**config.mk**
```make
export PLATFORM = sky130hd
export DESIGN_NAME = spi_master_shift_engine
export DESIGN_NICKNAME = d
export VERILOG_FILES = /design/src/rtl/spi_master_shift_engine.sv
export SDC_FILE = /design/constraint.sdc
export NUM_CORES = 1
export LEC_CHECK = 0
export BUFFER_PORTS_ARGS = -buffer_cell sky130_fd_sc_hd__buf_4
export CAP_MARGIN = 25
export CORE_UTILIZATION = 54
export DETAILED_ROUTE_END_ITERATION = 12
export PLACE_DENSITY = 0.77
export SYNTH_ARGS = -nofsm -noshare
export SYNTH_HDL_FRONTEND = slang
export SYNTH_SLANG_ARGS = --single-unit
```
**constraint.sdc**
```tcl
create_clock -name in_clock -period 2.1 [get_ports in_clock]
set_input_delay 0.105 -clock in_clock [delete_from_list [all_inputs] [get_ports in_clock]]
set_output_delay 0.105 -clock in_clock [all_outputs]
set_load 0.02 [all_outputs]
```
**src/rtl/spi_master_shift_engine.sv**
```systemverilog
// SPI master shift engine: single chip select, fixed word length, MSB first.
// Each rising edge of the synchronised div_clock is one SCLK half-period tick.
module spi_master_shift_engine #(
    parameter int DATA_WIDTH = 8,
    parameter bit CPOL       = 1'b0,
    parameter bit CPHA       = 1'b0
) (
    input  logic                  in_clock,
    input  logic                  reset,
    input  logic                  div_clock,
    input  logic [DATA_WIDTH-1:0] tx_data,
    input  logic                  tx_valid,
    output logic                  tx_ready,
    output logic [DATA_WIDTH-1:0] rx_data,
    output logic                  rx_valid,
    output logic                  busy,
    output logic                  sclk,
    output logic                  mosi,
    input  logic                  miso,
    output logic                  cs_n
);
    localparam int CW = $clog2(2 * DATA_WIDTH) + 1;
    localparam logic [CW-1:0] LAST_EDGE = CW'(2 * DATA_WIDTH);

    localparam logic [1:0] ST_IDLE  = 2'd0;
    localparam logic [1:0] ST_SETUP = 2'd1;
    localparam logic [1:0] ST_XFER  = 2'd2;
    localparam logic [1:0] ST_HOLD  = 2'd3;

    logic                  sync1_q, sync1_d, sync2_q, sync2_d, hist_q, hist_d;
    logic [1:0]            state_q, state_d;
    logic [DATA_WIDTH-1:0] shift_q, shift_d;
    logic [DATA_WIDTH-1:0] rx_data_q, rx_data_d;
    logic [CW-1:0]         edge_cnt_q, edge_cnt_d, edge_cnt_nxt;
    logic                  sample_q, sample_d;
    logic                  sclk_q, sclk_d, mosi_q, mosi_d, cs_n_q, cs_n_d;
    logic                  tx_ready_q, tx_ready_d, busy_q, busy_d, rx_valid_q, rx_valid_d;
    logic                  tick;

    assign tick         = sync2_q & ~hist_q;
    assign edge_cnt_nxt = edge_cnt_q + 1'b1;

    always_comb begin
        sync1_d    = div_clock;
        sync2_d    = sync1_q;
        hist_d     = sync2_q;
        state_d    = state_q;
        shift_d    = shift_q;
        rx_data_d  = rx_data_q;
        edge_cnt_d = edge_cnt_q;
        sample_d   = sample_q;
        sclk_d     = sclk_q;
        mosi_d     = mosi_q;
        cs_n_d     = cs_n_q;
        tx_ready_d = tx_ready_q;
        busy_d     = busy_q;
        rx_valid_d = 1'b0;
        case (state_q)
            ST_IDLE: begin
                if (tx_valid && tx_ready_q) begin
                    shift_d    = tx_data;
                    edge_cnt_d = '0;
                    state_d    = ST_SETUP;
                    cs_n_d     = 1'b0;
                    busy_d     = 1'b1;
                    tx_ready_d = 1'b0;
                    mosi_d     = CPHA ? 1'b0 : tx_data[DATA_WIDTH-1];
                end
            end
            ST_SETUP: begin
                if (tick) state_d = ST_XFER;
            end
            ST_XFER: begin
                if (tick) begin
                    sclk_d     = ~sclk_q;
                    edge_cnt_d = edge_cnt_nxt;
                    if (edge_cnt_nxt[0]) begin
                        // Leading edge: CPHA=0 captures miso, CPHA=1 launches the next bit.
                        if (!CPHA) sample_d = miso;
                        else       mosi_d   = shift_q[DATA_WIDTH-1];
                    end else if (!CPHA) begin
                        shift_d = {shift_q[DATA_WIDTH-2:0], sample_q};
                        if (edge_cnt_nxt != LAST_EDGE) mosi_d = shift_q[DATA_WIDTH-2];
                    end else begin
                        shift_d = {shift_q[DATA_WIDTH-2:0], miso};
                    end
                    if (edge_cnt_nxt == LAST_EDGE) begin
                        sclk_d  = CPOL;
                        state_d = ST_HOLD;
                    end
                end
            end
            ST_HOLD: begin
                if (tick) begin
                    cs_n_d     = 1'b1;
                    mosi_d     = 1'b0;
                    rx_data_d  = shift_q;
                    rx_valid_d = 1'b1;
                    busy_d     = 1'b0;
                    tx_ready_d = 1'b1;
                    state_d    = ST_IDLE;
                end
            end
            default: state_d = ST_IDLE;
        endcase
    end

    always_ff @(posedge in_clock or posedge reset) begin
        if (reset) begin
            sync1_q    <= 1'b0;
            sync2_q    <= 1'b0;
            hist_q     <= 1'b0;
            state_q    <= ST_IDLE;
            shift_q    <= '0;
            rx_data_q  <= '0;
            edge_cnt_q <= '0;
            sample_q   <= 1'b0;
            sclk_q     <= CPOL;
            mosi_q     <= 1'b0;
            cs_n_q     <= 1'b1;
            tx_ready_q <= 1'b1;
            busy_q     <= 1'b0;
            rx_valid_q <= 1'b0;
        end else begin
            sync1_q    <= sync1_d;
            sync2_q    <= sync2_d;
            hist_q     <= hist_d;
            state_q    <= state_d;
            shift_q    <= shift_d;
            rx_data_q  <= rx_data_d;
            edge_cnt_q <= edge_cnt_d;
            sample_q   <= sample_d;
            sclk_q     <= sclk_d;
            mosi_q     <= mosi_d;
            cs_n_q     <= cs_n_d;
            tx_ready_q <= tx_ready_d;
            busy_q     <= busy_d;
            rx_valid_q <= rx_valid_d;
        end
    end

    assign tx_ready = tx_ready_q;
    assign rx_data  = rx_data_q;
    assign rx_valid = rx_valid_q;
    assign busy     = busy_q;
    assign sclk     = sclk_q;
    assign mosi     = mosi_q;
    assign cs_n     = cs_n_q;
endmodule

```
After elaboration in Yosys (flattened, before gate mapping) --
Index checks and enable logic that the tools add are counted.
Storage, ports and cells: register bits 32, input bits 13, word-level logic and storage cells 69
Operators by class: add/sub/neg operators 1, equality and inequality tests 12, muxes and demuxes 27, bitwise operators 3, reductions and logical operators 13
Operator list (count):
- $mux W8 | 3
- $pmux W8 S2 | 1
- $ne A2 B2 Y1 const B | 7
- $mux W1 | 11
- $mux W2 | 5
- $mux W5 | 2
- $pmux W5 S2 | 1
- $reduce_and A3 Y1 | 3
- $pmux W2 S4 | 1
- $reduce_and A6 Y1 | 1
- $add A5 B1 Y5 const B | 1
- $eq A5 B5 Y1 const B | 1
- $ne A5 B5 Y1 const B | 1
- $reduce_and A5 Y1 | 1
- $eq A2 B2 Y1 const B | 2
- $pmux W1 S2 | 2
- $reduce_and A2 Y1 | 2
- $reduce_and A4 Y1 | 1
- $reduce_bool A2 Y1 | 2
- $pmux W1 S3 | 1
- $reduce_bool A3 Y1 | 1
- $eq A2 B1 Y1 const B | 1
- $logic_not A2 Y1 | 1
- $not A1 Y1 | 2
- 2 further kinds | 2

Longest topological paths before layout --
Gate-level depths: netlist (run 1).
depth after elaboration 6, depth in mapped cells 8

Worst setup path after synthesis (run 1) --
Ideal clock, no wire load.
path kind flip-flop to flip-flop, start point reg state_q[0], end point reg state_q[1], setup time 0.128 ns, arrival time 1.579 ns, path slack 0.394 ns, cell stages (with the launch flop) 8, clock period less this slack 1.706 ns, path through dfrtp_1 -> inv_1 -> ha_1 -> buf_4 -> nor3_1 -> nor2_1 -> a211oi_2 -> mux2_1
Between the ends: word-level cells in the longest chain between the ends 3, elaborated cells between the ends (all ways) 11, those cells by class eq/ne: 8; mux: 1; reduce/logical: 2
RTL lines:
- start: declaration | line 31 | logic [1:0] state_q, state_d;
- start signal: assignment | line 128 | state_q <= state_d;
- $eq A2 B2 Y1, or another cell as far along | line 58 | case (state_q)
- $ne A2 B2 Y1 (no line)
- $reduce_and A5 Y1 (no line)
Several ways; a longest one is shown, not always the timed one. A chain may end at the register's enable or synchronous reset.

Final worst setup path (run 1) --
Same ends and word-level chain as after synthesis.

==> impl_metrics.ini, run 1 <==
[setup_path]
critPathLaunch = state_q[0]
path_class = flop to flop
path_cells = inv_1 > ha_1 > nor3_1 > nor2_1 > a211oi_2 > mux2_1
r2r_start = state_q[0]
crit_slowest_cell = dfrtp_1
cp.depth = 6
path_delay_family = flip-flops
rr_endpoint = state_q[1]
rr_worst_depth = 6
worstSetupStartpointType = flop
max_stage_delay_ns = 0.44
path_max_fanout = 9
required_ns = 2.31
rrSetupSlack_ns = 0.22
worstSetupEndpointType = flop
endpoint = state_q[1]
cp.buffers_inverters = 1
crit_arrival_ns = 2.08

[drt]
drt_wl_total_um = 2849
wl_per_cell_um = 14.54
route.vias.total = 1084
firstDrtPassIters = 4
drc = 0
drtIter0Drc = 11
via_per_inst = 5.531
ant_nets = 0

[global_routing]
grt_first_pass_wirelength_um = 4629
grt_util_all_layers = 0.2287
grt-ovfl-total = 0
grt_pass1_vias = 1037
grt_start_max_net_pins = 33
antenna_found_initial = 0

[clock_network]
cts.sinks = 32
cts_root_buffer = clkbuf_4
cts_resized = 0
cts_tree = yes
clk_pin_slew_ns = 0.09
cts_setup_buffers = 0
cts_buffers = 5
clkLatencyLatePin_ns = 0.32
h-tree-depth = 2
cts_buffer_depth = 2

[synthesis]
synthAdderAreaFrac = 0.04930
synth_edf_count = 0
synth_compound_area_frac = 0.1528
ys.flop_type = dfrtp_1
synth.top_cell.area_share = 0.5094
synth_top_cell_by_area = dfrtp_1
syn_avg_cell_area_um2 = 11.54
synthSimpleGateAreaFrac = 0.09860
synth_common_cells = dfrtp_1, nor2_1, a21oi_1, mux2_2, mux2i_1
yosysMostFrequentCell = dfrtp_1
synth_seq_area_share = 0.5267
syn-num-nets = 151
synthArstFlopShare = 1.000
syn-cell-area_mm2 = 0.001523
synth_cell_types = 35
syn_inst = 132
synth_seq_cells = 32
yosys_warnings = 0
synth_mux_area_frac = 0.1339
yosys-top-cells-area = dfrtp_1, mux2_2, mux2i_1
synth-xor-area-share = 0.005752
synth_top_family_by_area = compound AO/OA/AOI/OAI gates

[sta]
fmax_mhz = 532.9
maxSlewHeadroom = 0.7053
hold_viol = 0
fin_skew_ns = 0.004611
drv_slew = 0
period_share = 0.8936
worstMarginPinSlew_ns = 0.4410
post-route-min-period_ns = 1.877
timing.hold.ws_ns = 0.02415
setup_viol = 0
setup_tns_ns = 0
rsz0062_at_grt = no

[placement]
numPortBuffers = 26
hpwl_um = 1961
place_area_mm2 = 0.001739
place_inst = 186
place_congestion = 0.8172

[floorplan]
die_h_um = 55.10
ios = 27
start_util = 0.5931
dieArea_mm2 = 0.003036
num_rows = 18
coreArea_mm2 = 0.002567
die_w_um = 55.10

[min_path]
hold_class = primary input to flop

[run]
maxCapViolCount = 0

[power]
power_leakage_nw = 0.8846
irDropWorstVdd_mv = 0.4602
power.density_mw_per_mm2 = 574.9

[outcome]
status = finished clean

[final_layout]
fill_cells = 208
layout-drive-gt1-share = 0.2892
synthToLayoutAreaGrowth_pct = 19.39
fin_util = 0.7081
n_antenna_cell = 0
layout.nets = 184
final_cells = 196
fin_area_mm2 = 0.001818
-- where the power goes --
| part | switching [W] | internal, W | leakage [nW] |
|---|---|---|---|
| Sequential | 0.00000822 | 0.000627 | 0.418 |
| Combinational | 0.0000245 | 0.0000269 | 0.434 |
| Clock | 0.000194 | 0.000165 | 0.0326 |
-- area by class of cell --
cell class / instances / area (µm²) / area share
inverter: 5 / 18.77 / 0.01032
timing repair buffer: 30 / 230.2 / 0.1266
clock buffer: 8 / 58.81 / 0.03235
multi-input combinational: 91 / 670.6 / 0.3689
tap: 30 / 37.54 / 0.02065
sequential: 32 / 802.0 / 0.4412
-- metrics by stage --
step / power [W] / worst slack (ns)
after CTS: 0.001058 / 0.2136
after global routing: 0.001088 / 0.08961
after detailed placement: 0.0006963 / 0.2284
after global placement: 0.0006938 / 0.3769
final: 0.001045 / 0.2235
after floorplan: 0.0006684 / 0.3937
-- cell families (layout without fill, tap and decap cells) --
family,count (synthesis),count (layout)
flip-flops,32,32
buffers and inverters,9,43
adder cells (fa/ha/maj),6,6
AND/OR/NAND/NOR,32,32
multiplexers,19,19
AO/OA/AOI/OAI,33,33
XOR/XNOR,1,1
-- routing by layer --
layer | vias up | GRT usage | share of wire
met1 | 511 | 0.2767 | 0.47
met2 | 26 | 0.3655 | 0.47
met3 | 8 | 0.07377 | 0.040
li1 | 539 | - | -
met4 | 0 | 0.1125 | 0.023
met5 | - | 0 | 0
-- repair_timing --
item,in CTS,in global routing
hold buffers,2,0
hold endpoints to repair,32,0
endpoints found under the setup margin,0,0
-- how the worst min path moves through the flow --
stage / start / cells past startpoint / endpoint
global route: miso / 2 / sample_q
floorplan: div_clock / 0 / sync1_q
detailed placement: reset / 3 / rx_data[4]
global placement: reset / 3 / rx_data[4]
CTS: miso / 2 / sample_q
finish: miso / 2 / sample_q
-- flip-flops by register name, indices dropped and copies added, names as in the netlist --
signal and cells:
shift_q 8, sync1_q 1, edge_cnt_q 5, rx_valid 1
sample_q 1, rx_data 8, hist_q 1, tx_ready 1
hist_d 1, state_q 2, mosi 1, sclk 1
busy 1
-- layout by cell type (no fill, tap or decap), types with 3 or more instances in the layout --
master / Yosys / layout
inv_1: 5 / 5
o21ai_0: 6 / 6
mux2i_1: 8 / 8
a21oi_1: 11 / 11
dfrtp_1: 31 / 31
nor2_1: 15 / 15
a22o_1: 3 / 3
ha_1: 6 / 6
mux2_2: 9 / 9
clkbuf_4: 0 / 5
nand2_1: 6 / 6
buf_4: 2 / 28
Power figures use the tool's default switching activity.
==> inputs of run 2 (changes only) <==
Settings changed: CAP_MARGIN 25 to not set, CORE_UTILIZATION 54 to 49, PLACE_DENSITY 0.77 to 0.74.
Clock period 2.1 ns to 1.5 ns, I/O delays scaled along.
==> run 2 against run 1 <==
  * The run now ends with DRC, setup timing left
  * Global-route usage up 3.1 points
  * Power is 39% higher
  * Clock skew grew 0.012 ns
  * Clock power grew 31%
  * Flip-flop and latch count is the same
  * Critical path depth is the same
  * Sequential share of layout area shrank 8.3 points
  * Combinational power rose by 74%
  * Core utilization increased by 7.8 points
  * Critical path type unchanged
  * Largest cell class is now multi-input combinational cells
  * Largest power group unchanged
  * Highest routed layer unchanged
==> impl_metrics.ini, run 2 (synthesis results as in run 1) <==
[placement]
numPortBuffers = 26
place_congestion = 0.9069
place_inst = 206
place_ws_ns = -0.1921
hpwl_um = 2328

[drt]
wl_per_cell_um = 17.37
met1_length_um = 1651
top_layer = met4
ant_nets = 0
route.vias.total = 1282
dr_wl_met3_um = 172
firstDrtPassIters = 9
drt_wl_total_um = 3926
drtIter0Drc = 50
via_per_inst = 5.673
wl_met2_um = 2048
drc = 1

[clock_network]
h-tree-depth = 2
clkLatencyLatePin_ns = 0.35
clk_pin_slew_ns = 0.11
cts.sinks = 32
cts_root_buffer = clkbuf_4
cts_tree = yes
cts_buffer_depth = 2
cts_buffers = 5

[power]
power_leakage_nw = 1.061
irDropWorstVdd_mv = 0.6497
power.density_mw_per_mm2 = 649.0

[global_routing]
grt_pass1_vias = 1367
antenna_found_initial = 0
grt_util_all_layers = 0.2594
grt_first_pass_wirelength_um = 6334
grt-ovfl-total = 0
grt_start_max_net_pins = 33

[setup_path]
required_ns = 1.73
worstSetupStartpointType = flop
path_class = flop to flop
path_max_fanout = 4
worstSetupEndpointType = flop
crit_arrival_ns = 1.98

[sta]
setup_viol = 26
post-route-min-period_ns = 1.748
drv_slew = 0
setup_ws_ns = -0.2482
fmax_mhz = 572.0
hold_viol = 0
maxSlewHeadroom = 0.7254
worstMarginPinSlew_ns = 0.4119
rsz0062_at_grt = yes
period_share = 1.165
fin_skew_ns = 0.01688

[min_path]
hold_class = primary input to flop

[floorplan]
dieArea_mm2 = 0.003334
coreArea_mm2 = 0.002853
ios = 27
start_util = 0.5338
die_w_um = 57.75
die_h_um = 57.75
num_rows = 19

[run]
maxCapViolCount = 0

[final_layout]
fill_cells = 165
layout_commonest_cell = buf_4
layout.nets = 214
synthToLayoutAreaGrowth_pct = 47.25
n_antenna_cell = 0
layout-drive-gt1-share = 0.5538
final_cell_mix = buf_4, dfrtp_1, a21oi_2
final_cells = 226

[outcome]
violations = DRC, setup timing
status = finished with violations
-- run 2: cell types whose count changed in the layout (fill, tap and decap cells not counted), sizes merged --
cell         delta
clkbuf          -2
buf            +29
dlygate4sd3     +1
clkinv          +1
-- run 2: power breakdown --
part | switching (W) | leakage, nW | internal [W] | total [W]
registers | 0.0000176 | 0.416 | 0.000877 | 0.000895
logic | 0.0000420 | 0.616 | 0.0000477 | 0.0000896
clock network | 0.000298 | 0.0281 | 0.000172 | 0.000471
-- run 2: what timing repair did --
item | 4_1_cts | 5_1_grt
hold endpoints to repair | 33 | 0
pin swaps | 10 | 9
hold buffers | 3 | 0
endpoints found under the setup margin | 23 | 26
setup buffers | 7 | 4
cloned | 1 | 0
gates resized for setup | 26 | 18
-- run 2: layer usage --
| metal | track usage | vias to the layer above |
|---|---|---|
| met5 | 0 | - |
| met4 | 0.1361 | 0 |
| met3 | 0.07589 | 7 |
| met2 | 0.4286 | 37 |
| met1 | 0.3081 | 644 |
| li1 | - | 594 |
-- run 2: cell type report --
type / instances / area (µm²) / area share
multi-input combinational: 91 / 838.3 / 0.3739
sequential: 32 / 803.3 / 0.3583
timing repair buffer: 60 / 496.7 / 0.2215
clock buffer: 6 / 41.29 / 0.01842
tap: 31 / 38.79 / 0.01730
inverter: 5 / 18.77 / 0.008371
clock inverter: 1 / 5.005 / 0.002232
-- run 2: path summary, 6_finish.rpt --
kind / depth (start not counted) / end / start / slack [ns]
min: 3 / shift_q[6] / tx_data[6] / 0.03
max: 6 / state_q[1] / state_q[0] / -0.25
max in group asynchronous: 4 / state_q[1] / reset / 0.78
min reg2reg: 0 / hist_d / sync1_q / 0.37
min in group asynchronous: 4 / shift_q[7] / reset / 0.40
max reg2reg: 6 / state_q[1] / state_q[0] / -0.25
-- run 2: stage by stage --
step	hold slack (ns)	TNS, ns	area (µm²)	power, W	util
floorplan	0.1064	-0.3571	1556	0.0009360	-
global placement	0.1802	-0.3111	1916	0.0009719	0.6715
detailed placement	0.1861	-1.249	1916	0.0009775	0.6715
CTS	0.03201	-2.311	2170	0.001449	0.7605
global route	0.03652	-5.164	2242	0.001500	0.7860
finish	0.02819	-3.261	2242	0.001455	0.7860
-- run 2: worst max-delay path: stages (launching register included) --
cell      delay, ns
dfrtp_1        0.43
inv_2          0.09
ha_4           0.17
a21boi_4       0.15
a21o_1         0.18
a211oi_2       0.30
mux2_4         0.33
